$ cat src/rtl/act_loader_pkg.sv
// Shared types and constants for the activation loader and its raster counter.
// Padding support is selected in act_loader with the ACT_LOADER_PAD_EN macro.
package act_loader_pkg;

  localparam int IDX_WIDTH = 16;

  typedef logic [IDX_WIDTH-1:0] idx_t;
  typedef logic [1:0]           state_t;

  localparam state_t ST_IDLE = 2'd0;
  localparam state_t ST_LOAD = 2'd1;
  localparam state_t ST_DONE = 2'd2;

  function automatic int pad_of(input int kernel_dim);
    return kernel_dim / 2;
  endfunction

endpackage

$ cat src/rtl/act_loader_raster_counter.sv
// Three-level wrapping x/y/entry coordinate counter with clear, advance and a last flag.
// Shared by the activation loader and the conv output collector.
module act_loader_raster_counter
  import act_loader_pkg::*;
#(
  parameter int MAXD  = 5,
  parameter int NUM_E = 1,
  parameter int W     = IDX_WIDTH
) (
  input  logic         clk_i,
  input  logic         rst_i,
  input  logic         clear_i,
  input  logic         advance_i,
  output logic [W-1:0] x_o,
  output logic [W-1:0] y_o,
  output logic [W-1:0] e_o,
  output logic         last_o
);

  localparam logic [W-1:0] D_LAST = W'(MAXD - 1);
  localparam logic [W-1:0] E_LAST = W'(NUM_E - 1);

  logic [W-1:0] x_q, x_d, y_q, y_d, e_q, e_d;
  logic         x_wrap, y_wrap;

  assign x_wrap = (x_q == D_LAST);
  assign y_wrap = (y_q == D_LAST);
  assign last_o = x_wrap && y_wrap && (e_q == E_LAST);

  always_comb begin
    x_d = x_q;
    y_d = y_q;
    e_d = e_q;
    if (clear_i) begin
      x_d = '0;
      y_d = '0;
      e_d = '0;
    end else if (advance_i) begin
      if (x_wrap) begin
        x_d = '0;
        if (y_wrap) begin
          y_d = '0;
          e_d = last_o ? '0 : e_q + W'(1);
        end else begin
          y_d = y_q + W'(1);
        end
      end else begin
        x_d = x_q + W'(1);
      end
    end
  end

  always_ff @(posedge clk_i or posedge rst_i) begin
    if (rst_i) begin
      x_q <= '0;
      y_q <= '0;
      e_q <= '0;
    end else begin
      x_q <= x_d;
      y_q <= y_d;
      e_q <= e_d;
    end
  end

  assign x_o = x_q;
  assign y_o = y_q;
  assign e_o = e_q;

endmodule

$ cat src/rtl/act_loader.sv
// Streams activation words into the conv layer memory in raster order (x, y, entry).
// Define ACT_LOADER_PAD_EN to generate zero border writes of width KERNEL_DIM/2.
module act_loader
  import act_loader_pkg::*;
#(
  parameter int NUM_INPUTS = 1,
  parameter int INPUT_DIM  = 5,
  parameter int KERNEL_DIM = 3,
  parameter int DATA_SIZE  = 64,
  parameter int IDX_W      = IDX_WIDTH
) (
  input  logic                      clk_i,
  input  logic                      rst_i,
  input  logic                      start_i,
  input  logic                      in_valid_i,
  input  logic [DATA_SIZE-1:0]      in_data_i,
  output logic                      in_ready_o,
  output logic                      want_write_o,
  output logic [DATA_SIZE-1:0]      write_data_o,
  output logic [2:0][IDX_W-1:0]     in_index_act_o,
  output logic                      busy_o,
  output logic                      done_o
);

`ifdef ACT_LOADER_PAD_EN
  localparam bit PAD_EN = 1'b1;
`else
  localparam bit PAD_EN = 1'b0;
`endif
  localparam int PAD  = PAD_EN ? pad_of(KERNEL_DIM) : 0;
  localparam int MAXD = INPUT_DIM + 2 * PAD;

  state_t                  state_q, state_d;
  logic                    fin_q, fin_d;
  logic                    want_write_q;
  logic [DATA_SIZE-1:0]    write_data_q;
  logic [2:0][IDX_W-1:0]   index_q;

  logic [IDX_W-1:0]        x, y, e;
  logic                    last, is_pad, loading, issue, clear;

  act_loader_raster_counter #(
    .MAXD  (MAXD),
    .NUM_E (NUM_INPUTS),
    .W     (IDX_W)
  ) u_raster (
    .clk_i     (clk_i),
    .rst_i     (rst_i),
    .clear_i   (clear),
    .advance_i (issue),
    .x_o       (x),
    .y_o       (y),
    .e_o       (e),
    .last_o    (last)
  );

`ifdef ACT_LOADER_PAD_EN
  localparam logic [IDX_W-1:0] LO = IDX_W'(PAD);
  localparam logic [IDX_W-1:0] HI = IDX_W'(PAD + INPUT_DIM);
  assign is_pad = (x < LO) || (x >= HI) || (y < LO) || (y >= HI);
`else
  assign is_pad = 1'b0;
`endif

  // fin_q marks the final write in flight; it stalls the counters until DONE
  assign loading = (state_q == ST_LOAD) && !fin_q;
  assign issue   = loading && (is_pad || in_valid_i);
  assign clear   = (state_q == ST_IDLE) && start_i;

  always_comb begin
    state_d = state_q;
    fin_d   = fin_q;
    case (state_q)
      ST_IDLE: begin
        fin_d = 1'b0;
        if (start_i) state_d = ST_LOAD;
      end
      ST_LOAD: begin
        if (fin_q) begin
          state_d = ST_DONE;
          fin_d   = 1'b0;
        end else if (issue && last) begin
          fin_d = 1'b1;
        end
      end
      ST_DONE: state_d = ST_IDLE;
      default: begin
        state_d = ST_IDLE;
        fin_d   = 1'b0;
      end
    endcase
  end

  always_ff @(posedge clk_i or posedge rst_i) begin
    if (rst_i) begin
      state_q      <= ST_IDLE;
      fin_q        <= 1'b0;
      want_write_q <= 1'b0;
      write_data_q <= '0;
      index_q      <= '0;
    end else begin
      state_q      <= state_d;
      fin_q        <= fin_d;
      want_write_q <= issue;
      if (issue) begin
        write_data_q <= is_pad ? '0 : in_data_i;
        index_q      <= {e, y, x};
      end
    end
  end

  assign in_ready_o     = loading && !is_pad;
  assign want_write_o   = want_write_q;
  assign write_data_o   = write_data_q;
  assign in_index_act_o = index_q;
  assign busy_o         = (state_q == ST_LOAD);
  assign done_o         = (state_q == ST_DONE);

endmodule
$ cat config.mk
export PLATFORM = sky130hd
export DESIGN_NAME = act_loader
export DESIGN_NICKNAME = d
export VERILOG_FILES = /design/src/rtl/act_loader_pkg.sv /design/src/rtl/act_loader_raster_counter.sv /design/src/rtl/act_loader.sv
export SDC_FILE = /design/constraint.sdc
export NUM_CORES = 1
export LEC_CHECK = 0
export CORE_MARGIN = 3
export CORE_UTILIZATION = 45
export DETAILED_ROUTE_END_ITERATION = 8
export GPL_ROUTABILITY_DRIVEN = 0
export PLACE_DENSITY = 0.7
export SLEW_MARGIN = 20
export SYNTH_ARGS = -nofsm -noshare
export SYNTH_HDL_FRONTEND = slang
export SYNTH_HIERARCHICAL = 1
export SYNTH_SLANG_ARGS = --single-unit
$ cat constraint.sdc
create_clock -name clk_i -period 5.13 [get_ports clk_i]
set_input_delay 1.026 -clock clk_i [delete_from_list [all_inputs] [get_ports clk_i]]
set_output_delay 1.026 -clock clk_i [all_outputs]
set_load 0.005 [all_outputs]
==> impl_metrics.yaml <==
die:
  io_pins: 184
  initial_core_util_pct: 46.3
  die_w_um: 134
  fp-row-count: 46
  die_y_um: 134
  coreArea_um2: 16000
  dieArea_um2: 18000
routing:
  route.detailed.drc: 0
  vias: 5158
  drt-total-wl_um: 17000
  first_pass_iters: 4
  drt_iter0_drc: 356
  wire_per_inst_um: 17.5
  viasPerCell: 5.31
  ant_nets: 0
cells_and_area:
  antenna_cells: 0
  fillers: 1285
  area_growth_pct: 34.0
  seqCellArea_um2: 4100
  multiInputGateArea_um2: 3020
  finalNonFillerCells: 972
  fin_area_um2: 9920
  nets: 818
  drive_gt1_share_pct: 21.2
clocking:
  postCtsSetupRepairBufs: 0
  cts-resized-gates: 0
  tritoncts: "built"
  cts_sinks: 164
  root_buffer: "clkbuf_16"
  clk_latency_ns: 0.42
  cts_hold_buf: 0
  htreeDepth: 4
  numCtsBuffers: 17
  clk_pin_slew_ns: 0.06
  cts_buffer_depth: 2
run:
  cap_violations: 0
critical_path:
  path_cells: "clkdlybuf4s50_1 > nor4bb_4 > buf_4 > a21o_1 > nand3_1 > o41ai_1"
  cp_slowest_cell: "nand3_1"
  r2r_end: "u_raster/y_o[11]"
  critPathKind: "input port to flop"
  r2r_start: "u_raster/x_o[0]"
  critical_path.endpoint: "u_raster/y_o[11]"
  cp-end-kind: "flop"
  cp_slowest_stage_delay_ns: 0.52
  required_ns: 5.42
  worstPathMaxFanout: 19
  rrSetupSlack_ns: 2.15
  crit_arrival_ns: 3.55
  worst-r2r-cell-count: 7
  crit_start: "in_valid_i"
  startpoint_type: "input port"
power_and_ir_drop:
  vdd_drop_max_v: 0.000243
  power_density_nw_per_um2: 334
  total_power_mw: 3.31
  p_leak_nw: 4.37
synth:
  syn-cell-area_um2: 7410
  ys_top_cells_by_count: "164 x dfrtp_1, 69 x mux2_4, 43 x mux2_2, 27 x o21ai_0"
  yosysMostFrequentCell: "dfrtp_1"
  yosys_warnings: 6
  syn_avg_cell_area_um2: 13.3
  synth_seq_area_share_pct: 55.4
  ys_types: 52
  synthesis.nets: 632
  ys.flop_type: "dfrtp_1"
  async_flop_share_pct: 100
  syn_inst: 558
  synth.largest_area_cell: "dfrtp_1"
  ys_seq_elements: 164
  synth_top_cell_area_share_pct: 55.4
  synth_area_leaders: "dfrtp_1 55%, mux2_4 14%, mux2_2 6.5%"
  synth-edff-count: 0
place:
  dp_hpwl_um: 11900
  port_buffers: 183
  place_inst: 941
  dpl_cell_area_um2: 9340
global_route:
  overflow: 0
  grt_max_degree: 89
  grt_usage_pct: 19.2
  antenna_found_initial: 0
  grt_pass1_wl_um: 27800
  grt_pass1_vias: 5252
sta:
  worst_pin_slew_ns: 0.858
  slew_headroom_pct: 42.7
  fmax_mhz: 307
  finalHoldViolations: 0
  final.setup.tns_ns: 0
  finalSetupViolCount: 0
  drv_slew: 0
  finClkSkew_ns: 0.00783
  rsz0062_at_grt: "false"
  fin_crit_sh_pct: 63.5
  fin_crit_ns: 3.26
hold_path:
  worstHoldPathType: "flop to flop"
  min_from: "write_data_o[8]"
status:
  status: "finished clean"
## flip-flops by register name, indices dropped and copies added (netlist names)
name            flops
u_raster/e_o       16
fin_q               1
state_q             2
write_data_o       64
u_raster/y_o       16
want_write_o        1
u_raster/x_o       16
in_index_act_o     48
## worst min-delay path by stage
| stage | depth (start not counted) | endpoint | slack (ns) |
|---|---|---|---|
| final | 1 | write_data_o[8] | 0.51 |
| after floorplan | 1 | state_q[0] | 0.47 |
| after detailed placement | 1 | write_data_o[17] | 0.49 |
| after global placement | 1 | write_data_o[17] | 0.49 |
| after CTS | 1 | in_index_act_o[34] | 0.51 |
| after global routing | 1 | in_index_act_o[47] | 0.51 |
## worst max-delay path: cells and delay by family
kind / cells / cell delay, ns
AO/OA/AOI/OAI: 2 / 0.92
buffers and inverters: 2 / 0.76
AND/OR/NAND/NOR: 2 / 0.82
## power breakdown
part           internal (mW)  switching, mW
Combinational          0.352          0.213
Clock                  0.737          0.483
Sequential              1.42          0.110
Total                   2.50          0.806
## routing by layer
metal  wire length [µm]  GRT usage (%)  up-vias  share of wire [%]
li1                   -              -     2387                  -
met1               7640           26.1     2574                 45
met2               8180           30.9      179                 48
met3                958           4.58       18                5.6
met4                191           5.26        0                1.1
met5                  0              0        -                  0
## cells by family (layout without fill, tap and decap cells)
kind of cell	Yosys count	in the layout	synth area share [%]
xor gates and xnor gates	14	14	1.66
adders and majority gates	6	6	1.01
and+or+nand+nor	141	141	10.5
DFF	164	164	55.4
buffers and inverters	42	240	4.21
AOI/OAI and AO/OA	77	77	6.37
muxes	114	114	20.8
## placed cells by master (no fill, tap or decap), drive strengths merged, types with 2 or more instances in the layout
cell and n:
ha 6, nand2 26, clkinvlp 4, or4 8
nand2b 7, nor4 5, nand3 22, xor2 9
clkbuf 22, buf 7, inv 18, a21oi 19
a21o 4, nor2b 4, mux2 112, dfrtp 164
xnor2 5, mux2i 2, and4 5, bufinv 2
o211a 2, nand4 9, nor2 26, and2 2
and3 3, clkdlybuf4s50 183, nor3 8, o31ai 8
clkinv 4, o21ai 28, nor4b 4, o41ai 3
a31oi 5, or3 7
## stage by stage
stage          hold WS [ns]  util, %  worst slack, ns
2_1_floorplan         0.472        -             1.03
3_3_place_gp          0.491     58.4             1.65
3_5_place_dp          0.491     58.4             1.53
4_1_cts               0.509     61.9             1.88
5_1_grt               0.514     62.0             1.63
6_report              0.508     62.0             1.87
## cell type report
class / count / area share, %
inverters: 19 / 0.782
well taps: 216 / 2.72
clock buffers: 22 / 4.68
repair buffers: 190 / 19.0
flip-flops and latches: 164 / 41.4
multi-input cells: 352 / 30.4
clock inverters: 9 / 1.06
Power figures use the tool's default switching activity.
